==> config.mk <==
export PLATFORM = sky130hd
export DESIGN_NAME = sa_layer_sequencer
export DESIGN_NICKNAME = d
export VERILOG_FILES = /design/src/rtl/sa_pkg.sv /design/src/rtl/sa_burst_table.sv /design/src/rtl/sa_layer_sequencer.sv
export SDC_FILE = /design/constraint.sdc
export NUM_CORES = 1
export LEC_CHECK = 0
export ABC_AREA = 0
export BUFFER_PORTS_ARGS = -buffer_cell sky130_fd_sc_hd__buf_4
export CORE_MARGIN = 2
export CORE_UTILIZATION = 45
export DETAILED_ROUTE_END_ITERATION = 10
export PLACE_DENSITY = 0.63
export SLEW_MARGIN = 5
export SYNTH_ARGS = -nofsm -noshare
export SYNTH_HDL_FRONTEND = slang
export SYNTH_HIERARCHICAL = 1
export SYNTH_SLANG_ARGS = --single-unit
export TNS_END_PERCENT = 1
==> constraint.sdc <==
create_clock -name clk -period 7.3 [get_ports clk]
set_clock_uncertainty 0.15 [all_clocks]
set_input_delay 0 -clock clk [delete_from_list [all_inputs] [get_ports clk]]
set_output_delay 0 -clock clk [all_outputs]
set_load 0.02 [all_outputs]
==> src/rtl/sa_pkg.sv <==
// Shared types and constants for the systolic-array layer sequencer.
package sa_pkg;

    // Sequencer FSM states
    typedef enum logic [2:0] {
        ST_IDLE  = 3'd0,
        ST_WLOAD = 3'd1,
        ST_DATA  = 3'd2,
        ST_DRAIN = 3'd3,
        ST_FIN   = 3'd4
    } sa_state_e;

    // Default array geometry and table shape
    localparam int SA_NUM_LAYERS_DEF = 4;
    localparam int SA_ROWS_DEF       = 25;
    localparam int SA_COLS_DEF       = 16;
    localparam int SA_BURST_W_DEF    = 11;

    // Power-on burst sizes (beats) for the first table entries
    localparam int SA_DEFAULT_BURST_N = 4;
    localparam int SA_DEFAULT_BURST [SA_DEFAULT_BURST_N] = '{784, 1176, 400, 0};

    // Default burst for any table index; entries past the known list start empty
    function automatic int sa_default_burst(input int idx);
        if (idx >= 0 && idx < SA_DEFAULT_BURST_N) begin
            return SA_DEFAULT_BURST[idx];
        end
        return 0;
    endfunction

endpackage

==> src/rtl/sa_burst_table.sv <==
// Per-layer burst-size register file: one write port, one async read port,
// every entry returns to its package default on reset.
module sa_burst_table
    import sa_pkg::*;
#(
    parameter int  NUM_LAYERS = SA_NUM_LAYERS_DEF,
    parameter int  BURST_W    = SA_BURST_W_DEF,
    localparam int LW         = (NUM_LAYERS > 1) ? $clog2(NUM_LAYERS) : 1
) (
    input  logic               clk,
    input  logic               rst_n,
    input  logic               we_i,
    input  logic [LW-1:0]      wr_idx_i,
    input  logic [BURST_W-1:0] wr_data_i,
    input  logic [LW-1:0]      rd_idx_i,
    output logic [BURST_W-1:0] rd_data_o
);

    localparam logic [LW:0] NUM_L = (LW + 1)'(NUM_LAYERS);

    logic [BURST_W-1:0] entry_rd [NUM_LAYERS];

    generate
        for (genvar gi = 0; gi < NUM_LAYERS; gi++) begin : g_entry
            logic [BURST_W-1:0] entry_q;
            logic [BURST_W-1:0] entry_d;

            // Next value of this entry: take the write data when addressed
            always_comb begin
                entry_d = entry_q;
                if (we_i && (wr_idx_i == LW'(gi))) begin
                    entry_d = wr_data_i;
                end
            end

            // Entry storage, reloaded with its default on reset
            always_ff @(posedge clk or negedge rst_n) begin
                if (!rst_n) begin
                    entry_q <= BURST_W'(sa_default_burst(gi));
                end else begin
                    entry_q <= entry_d;
                end
            end

            assign entry_rd[gi] = entry_q;
        end
    endgenerate

    // Async read; indices past the table read as an empty (zero) burst
    always_comb begin
        rd_data_o = '0;
        if ({1'b0, rd_idx_i} < NUM_L) begin
            rd_data_o = entry_rd[rd_idx_i];
        end
    end

endmodule

==> src/rtl/sa_layer_sequencer.sv <==
// Layer sequencer: per start, preload ROWS weight rows, stream one burst of
// data beats with handshake, drain the array, then report done/error.
module sa_layer_sequencer
    import sa_pkg::*;
#(
    parameter int  NUM_LAYERS = SA_NUM_LAYERS_DEF,
    parameter int  ROWS       = SA_ROWS_DEF,
    parameter int  COLS       = SA_COLS_DEF,
    parameter int  BURST_W    = SA_BURST_W_DEF,
    localparam int LW         = (NUM_LAYERS > 1) ? $clog2(NUM_LAYERS) : 1,
    localparam int RW         = (ROWS > 1) ? $clog2(ROWS) : 1
) (
    input  logic               clk,
    input  logic               rst_n,
    input  logic               start_i,
    input  logic [LW-1:0]      layer_i,
    input  logic               cfg_we_i,
    input  logic [LW-1:0]      cfg_layer_i,
    input  logic [BURST_W-1:0] cfg_burst_i,
    output logic               busy_o,
    output logic               done_o,
    output logic               err_o,
    output logic               w_load_o,
    output logic [RW-1:0]      w_row_o,
    output logic [LW-1:0]      w_layer_o,
    output logic               d_enable_o,
    input  logic               d_valid_i,
    input  logic               d_last_i,
    output logic               weight_stop_o,
    output logic [BURST_W-1:0] beat_cnt_o
);

    // Drain lasts until the last partial sum has left the array
    localparam int DRAIN_LEN = ROWS + COLS - 1;
    localparam int DW        = (DRAIN_LEN > 1) ? $clog2(DRAIN_LEN) : 1;

    localparam logic [LW:0]   NUM_L      = (LW + 1)'(NUM_LAYERS);
    localparam logic [RW-1:0] ROW_LAST   = RW'(ROWS - 1);
    localparam logic [DW-1:0] DRAIN_LAST = DW'(DRAIN_LEN - 1);

    sa_state_e          state_q, state_d;
    logic [LW-1:0]      layer_q, layer_d;
    logic [BURST_W-1:0] burst_q, burst_d;
    logic [RW-1:0]      row_q, row_d;
    logic [BURST_W-1:0] beat_q, beat_d;
    logic [DW-1:0]      drain_q, drain_d;
    logic               mismatch_q, mismatch_d;
    logic               busy_q, busy_d;
    logic               done_q, done_d;
    logic               err_q, err_d;
    logic               w_load_q, w_load_d;
    logic               d_enable_q, d_enable_d;
    logic               wstop_q, wstop_d;

    logic [BURST_W-1:0] tbl_burst;
    logic               layer_ok;
    logic               beat_acc;
    logic               last_beat;

    sa_burst_table #(
        .NUM_LAYERS (NUM_LAYERS),
        .BURST_W    (BURST_W)
    ) u_table (
        .clk       (clk),
        .rst_n     (rst_n),
        .we_i      (cfg_we_i),
        .wr_idx_i  (cfg_layer_i),
        .wr_data_i (cfg_burst_i),
        .rd_idx_i  (layer_i),
        .rd_data_o (tbl_burst)
    );

    assign layer_ok  = ({1'b0, layer_i} < NUM_L);
    assign beat_acc  = d_enable_q && d_valid_i;
    assign last_beat = (beat_q == (burst_q - BURST_W'(1)));

    // Next-state, counter and registered-output computation
    always_comb begin
        state_d    = state_q;
        layer_d    = layer_q;
        burst_d    = burst_q;
        row_d      = row_q;
        beat_d     = beat_q;
        drain_d    = drain_q;
        mismatch_d = mismatch_q;
        done_d     = 1'b0;
        err_d      = 1'b0;

        unique case (state_q)
            ST_IDLE: begin
                if (start_i) begin
                    if ((tbl_burst == '0) || !layer_ok) begin
                        // Unusable layer: flag it and stay idle
                        err_d = 1'b1;
                    end else begin
                        state_d = ST_WLOAD;
                        layer_d = layer_i;
                        burst_d = tbl_burst;
                        row_d   = '0;
                        beat_d  = '0;
                    end
                end
            end
            ST_WLOAD: begin
                if (row_q == ROW_LAST) begin
                    state_d = ST_DATA;
                    row_d   = '0;
                end else begin
                    row_d = row_q + RW'(1);
                end
            end
            ST_DATA: begin
                if (beat_acc) begin
                    beat_d = beat_q + BURST_W'(1);
                    // Source's last marker must coincide with the table's last beat
                    if (d_last_i != last_beat) begin
                        mismatch_d = 1'b1;
                    end
                    if (d_last_i || last_beat) begin
                        state_d = ST_DRAIN;
                        drain_d = '0;
                    end
                end
            end
            ST_DRAIN: begin
                if (drain_q == DRAIN_LAST) begin
                    state_d    = ST_FIN;
                    done_d     = 1'b1;
                    err_d      = mismatch_q;
                    mismatch_d = 1'b0;
                end else begin
                    drain_d = drain_q + DW'(1);
                end
            end
            ST_FIN: begin
                state_d = ST_IDLE;
            end
            default: begin
                state_d = ST_IDLE;
            end
        endcase

        busy_d     = (state_d != ST_IDLE);
        w_load_d   = (state_d == ST_WLOAD);
        d_enable_d = (state_d == ST_DATA);
        wstop_d    = (state_d == ST_DATA) || (state_d == ST_DRAIN);
    end

    // FSM state, counters and registered outputs
    always_ff @(posedge clk or negedge rst_n) begin
        if (!rst_n) begin
            state_q    <= ST_IDLE;
            layer_q    <= '0;
            burst_q    <= '0;
            row_q      <= '0;
            beat_q     <= '0;
            drain_q    <= '0;
            mismatch_q <= 1'b0;
            busy_q     <= 1'b0;
            done_q     <= 1'b0;
            err_q      <= 1'b0;
            w_load_q   <= 1'b0;
            d_enable_q <= 1'b0;
            wstop_q    <= 1'b0;
        end else begin
            state_q    <= state_d;
            layer_q    <= layer_d;
            burst_q    <= burst_d;
            row_q      <= row_d;
            beat_q     <= beat_d;
            drain_q    <= drain_d;
            mismatch_q <= mismatch_d;
            busy_q     <= busy_d;
            done_q     <= done_d;
            err_q      <= err_d;
            w_load_q   <= w_load_d;
            d_enable_q <= d_enable_d;
            wstop_q    <= wstop_d;
        end
    end

    assign busy_o        = busy_q;
    assign done_o        = done_q;
    assign err_o         = err_q;
    assign w_load_o      = w_load_q;
    assign w_row_o       = row_q;
    assign w_layer_o     = layer_q;
    assign d_enable_o    = d_enable_q;
    assign weight_stop_o = wstop_q;
    assign beat_cnt_o    = beat_q;

endmodule

## Word-level counts from Yosys, hierarchy flattened

Cells that the tools add are included.

- Memory bits (read-only): 0
- Bits in latches: 0
- Output and inout port bits: 24
- Bits in registers: 89
- Bits in writable memories: 0
- Memories: 0
- Logic and storage cells: 95

- Order comparisons: 1
- Reductions and logical operators: 19
- Equality and inequality tests: 20
- Bitwise operators: 2
- Div/mod/pow operators: 0
- Multiplexer cells: 32
- Add/sub/neg operators: 4
- Shifts and indexed selects: 0
- Multipliers: 0

Operators by type and width:

| kind | number |
|---|---|
| 2-to-1 mux 11 bit | 5 |
| binary-select mux 11 bit (select 2 bit) | 1 |
| case mux 11 bit (2 select lines) | 1 |
| 2-to-1 mux 3 bit | 6 |
| 2-to-1 mux 6 bit | 3 |
| 2-to-1 mux 5 bit | 3 |
| inequality test 2 bit, second input constant | 7 |
| == test 3 x 2 -> 1 bit, second input constant | 4 |
| case mux 3 bit (4 select lines) | 1 |
| case mux 6 bit (2 select lines) | 1 |
| AND reduction 4 bit | 3 |
| adder 11 x 1 -> 11 bit, second input constant | 1 |
| == test 11 bit | 1 |
| zero test 11 bit | 1 |
| subtractor 11 x 1 -> 11 bit, second input constant | 1 |
| case mux 5 bit (2 select lines) | 1 |
| 2-to-1 mux 1 bit | 8 |
| adder 6 x 1 -> 6 bit, second input constant | 1 |
| == test 3 x 1 -> 1 bit, second input constant | 2 |
| == test 6 bit, second input constant | 1 |
| AND reduction 3 bit | 2 |
| nonzero test 2 bit | 3 |
| adder 5 x 1 -> 5 bit, second input constant | 1 |
| == test 5 bit, second input constant | 1 |
| other kinds (12) | 19 |

## Logic depth before layout (Yosys ltp)

- Depth in word-level cells: 10
- Depth in mapped cells: 11

## Cells and area by module

Netlist, hierarchy kept.

Modules (own cells, without submodules):

| module | area each (sq um) | cells an instance | seq. area each (sq um) | instances |
|---|---|---|---|---|
| sa_layer_sequencer | 2343.5 | 235 | 1126.1 | 1 |
| sa_burst_table | 2085.8 | 109 | 1113.6 | 1 |

## Worst setup path after synthesis

OpenSTA, ideal clock, no wires.

- Path type: reg-to-reg
- From: register burst_q[3]
- To: register drain_q[0]
- Data arrival time: 2.774 ns
- Slack: 4.251 ns
- Stages on the path, launching flop included: 10
- Setup time: 0.125 ns
- Path through: dfrtp_1 -> or4_4 -> or3_4 -> or3_1 -> a311oi_2 -> o211ai_1 -> ha_1 -> nor2_1 -> nor2_1 -> mux2_2

- Cells in the longest elaborated chain, start to end: 5

RTL lines:

| item | line | source |
|---|---|---|
| start: declaration | sa_layer_sequencer.sv:43 | `logic [BURST_W-1:0] burst_q, burst_d;` |
| start signal: assignment | sa_layer_sequencer.sv:168 | `burst_q <= burst_d;` |
| subtractor 11 x 1 -> 11 bit | sa_layer_sequencer.sv:75 | `assign last_beat = (beat_q == (burst_q - BURST_W'(1)));` |
| == test 11 bit | sa_layer_sequencer.sv:75 |  |
| logical OR 1 bit | sa_layer_sequencer.sv:119 | `if (d_last_i \|\| last_beat) begin` |
| inequality test 2 bit (no line) | n/a |  |
| AND reduction 4 bit (no line) | n/a |  |
| end signal: assignment | sa_layer_sequencer.sv:171 | `drain_q <= drain_d;` |
| end: declaration | sa_layer_sequencer.sv:46 | `logic [DW-1:0] drain_q, drain_d;` |

No other way between the ends.
A chain may end at the register's enable or synchronous reset.

## Worst setup path in the final report

Same ends and word-level chain as after synthesis.

==> out/qor.csv <==
metric;value;unit
outcome;finished, final reports clean;
critical_path.endpoint_type;register;
postRouteWirelength;8.428;mm
maxSlewViolCount;0;
start_util;45.74;%
hpwlAfterDp;5.979;mm
vias_per_cell;5.226;
gp_congestion;0.8340;
clk_pin_slew;0.08;ns
hold_viol;0;
cts_tree;done;
r2r_end;drain_q[0];
ant_nets;0;
critPathRequiredTime;7.39;ns
drt_iter0_markers;85;
syn2layout_area_growth;18.87;%
mostFrequentLayoutCells;79 x dfrtp_1, 46 x buf_4, 30 x nor2_1, 30 x mux2_4, 27 x mux2_2;
rr_worst_depth;9;
clk_latency;0.36;ns
globalRouteMet3Util;3.898;%
finalSetupViolations;0;
crit_type;reg -> reg;
holdCritPathClass;in -> async;
ios;45;
htree_levels;3;
grt_pass1_vias;2760;
drc_errors;0;
drt-wirelength-per-cell;15.49;um
final_common_cell;dfrtp_1;
fmax;0.2991;GHz
nNetsFinal;433;
antenna_cells;0;
grt_util_met1;24.25;%
die_w;103.2;um
start_kind;register;
grt_busiest_layer;met2;
seq_area_frac_synth;50.56;%
routed-via-count;2843;
core;9684;um2
leakagePower;2.388;nW
numCtsBuffers;9;
reg2reg_slack;3.96;ns
synth_area_leaders;dfrtp_1 45%, mux2_4 10%, mux2_2 6.9%, dfstp_2 5.9%, mux4_1 4.7%;
drv_cap;0;
fp.dieH;103.2;um
timing.final.crit_share;45.80;%
grt_max_degree;47;
power_density;309.7;nW/um2
ys_warn_count;6;
synth_cell_types;49;
worstMarginPinSlew;1.097;ns
final_util;54.37;%
grt.overflow.total;0;
cp_max_fo;7;
synth_area;4429;um2
peakVddDrop;0.0001376;V
drive_gt1_share;33.58;%
fin_setup_tns;0;ns
met2_usage;27.57;%
rows;36;
grt_pass1_wl;14.03;mm
firstDrtPassIters;4;
cts_setup_buffers;0;
cts_buffer_depth;2;
fin_crit;3.343;ns
cts_resized;0;
die_area;10650;um2
postSynthNetCount;371;
cp.arrival;3.43;ns
synth_area_per_cell;12.88;um2
antenna_found_initial;0;
netlist_instances;344;
relSlewSlack;26.54;%
portBuffers;44;
track_usage;17.33;%
root_buffer;clkbuf_8;
rsz0062_at_grt;false;
synth_seq_cells;89;
r2r_start;burst_q[3];
cts.sinks;89;
yosys.area.top_type_share;44.63;%
synth_top_area_cell;dfrtp_1;
## kinds of logic after synthesis
group / Yosys count / share of synthesized area, %
mux: 68 / 23.30
flops: 89 / 50.57
compound gates: 37 / 5.509
xor+xnor: 22 / 4.350
fa+ha+maj: 6 / 1.695
simple gates: 102 / 12.15
buf+inv: 20 / 2.429
## final cells by class
| cell class | count | area [um2] |
|---|---|---|
| clock buffer | 12 | 155.1 |
| clock inverter | 4 | 76.32 |
| fill | 831 | 4419 |
| inverter | 8 | 30.03 |
| multi-input combinational | 235 | 2082 |
| sequential | 89 | 2240 |
| tap | 133 | 166.4 |
| timing repair buffer | 63 | 515.5 |
## critical path: stages, from the launching register on
cell      delay (ns)
dfrtp_1         0.46
or4_4           0.57
or3_4           0.39
or3_1           0.37
a311oi_2        0.21
o211ai_1        0.15
ha_1            0.20
nor2_1          0.28
nor2_1          0.14
mux2_2          0.29
## metrics by stage
step | power (mW) | worst slack, ns | std cells | cell area, um2 | hold WS [ns]
finish | 1.631 | 3.957 | 544 | 5265 | 0.02737
CTS | 1.648 | 3.967 | 544 | 5265 | 0.01585
global placement | 1.240 | 4.104 | 511 | 4863 | -0.1137
floorplan | 1.097 | 4.251 | 344 | 4429 | -0.4456
detailed placement | 1.252 | 3.984 | 511 | 4863 | -0.1104
global route | 1.745 | 3.820 | 544 | 5265 | 0.02465
## cell usage after synthesis (all sizes together)
master and n:
nand2b 3, a21oi 10, nor2 30, dfrtp 79, or4bb 1, nand2 18, o211a 1, o21bai 1
o21ai 10, and2 1, or3 4, o211ai 1, nor3 5, a311o 1, mux2 57, nor2b 1
and3 6, nand3 14, mux4 11, o21a 1, or3b 1, inv 8, xor2 15, xnor2 7
a311oi 3, nor4 3, nor3b 2, a31oi 6, nand4 3, ha 6, a22o 2, nand3b 6
buf 8, and4b 1, clkbuf 4, or4b 1, a211oi 1, and4 1, dfstp 10, or4 1
## metal layers
layer	part of all wire, %	wire length (um)	vias to the layer above
met5	0	0	-
met4	0.84	71	0
met3	3.5	293	10
met2	48	4028	50
met1	48	4035	1410
li1	-	-	1373
## worst max-delay path by stage
stage | start | slack [ns] | cells past startpoint | end
6_report | burst_q[3] | 3.96 | 9 | drain_q[0]
5_1_grt | burst_q[3] | 3.82 | 9 | drain_q[0]
4_1_cts | burst_q[3] | 3.97 | 9 | drain_q[0]
3_5_place_dp | burst_q[3] | 3.98 | 9 | drain_q[0]
3_3_place_gp | burst_q[3] | 4.10 | 9 | drain_q[0]
2_1_floorplan | burst_q[3] | 4.25 | 9 | drain_q[0]
## timing repair
action | in CTS | in global routing
endpoints found under the setup margin | 0 | 0
hold endpoints to repair | 100 | 0
hold buffers | 17 | 0
## sequential cells by signal, indices dropped and copies added (netlist names)
name / flops
weight_stop_o: 1
w_row_o: 5
err_o: 1
busy_o: 1
done_o: 1
w_load_o: 1
state_q: 3
burst_q: 11
d_enable_o: 1
u_table/g_entry.entry_q: 44
mismatch_q: 1
beat_cnt_o: 11
drain_q: 6
w_layer_o: 2
## where the power goes
part	switching [mW]	internal [mW]
combinational	0.239	0.266
sequential	0.114	0.628
clock	0.172	0.212
total	0.525	1.11
Power figures use the tool's default switching activity.
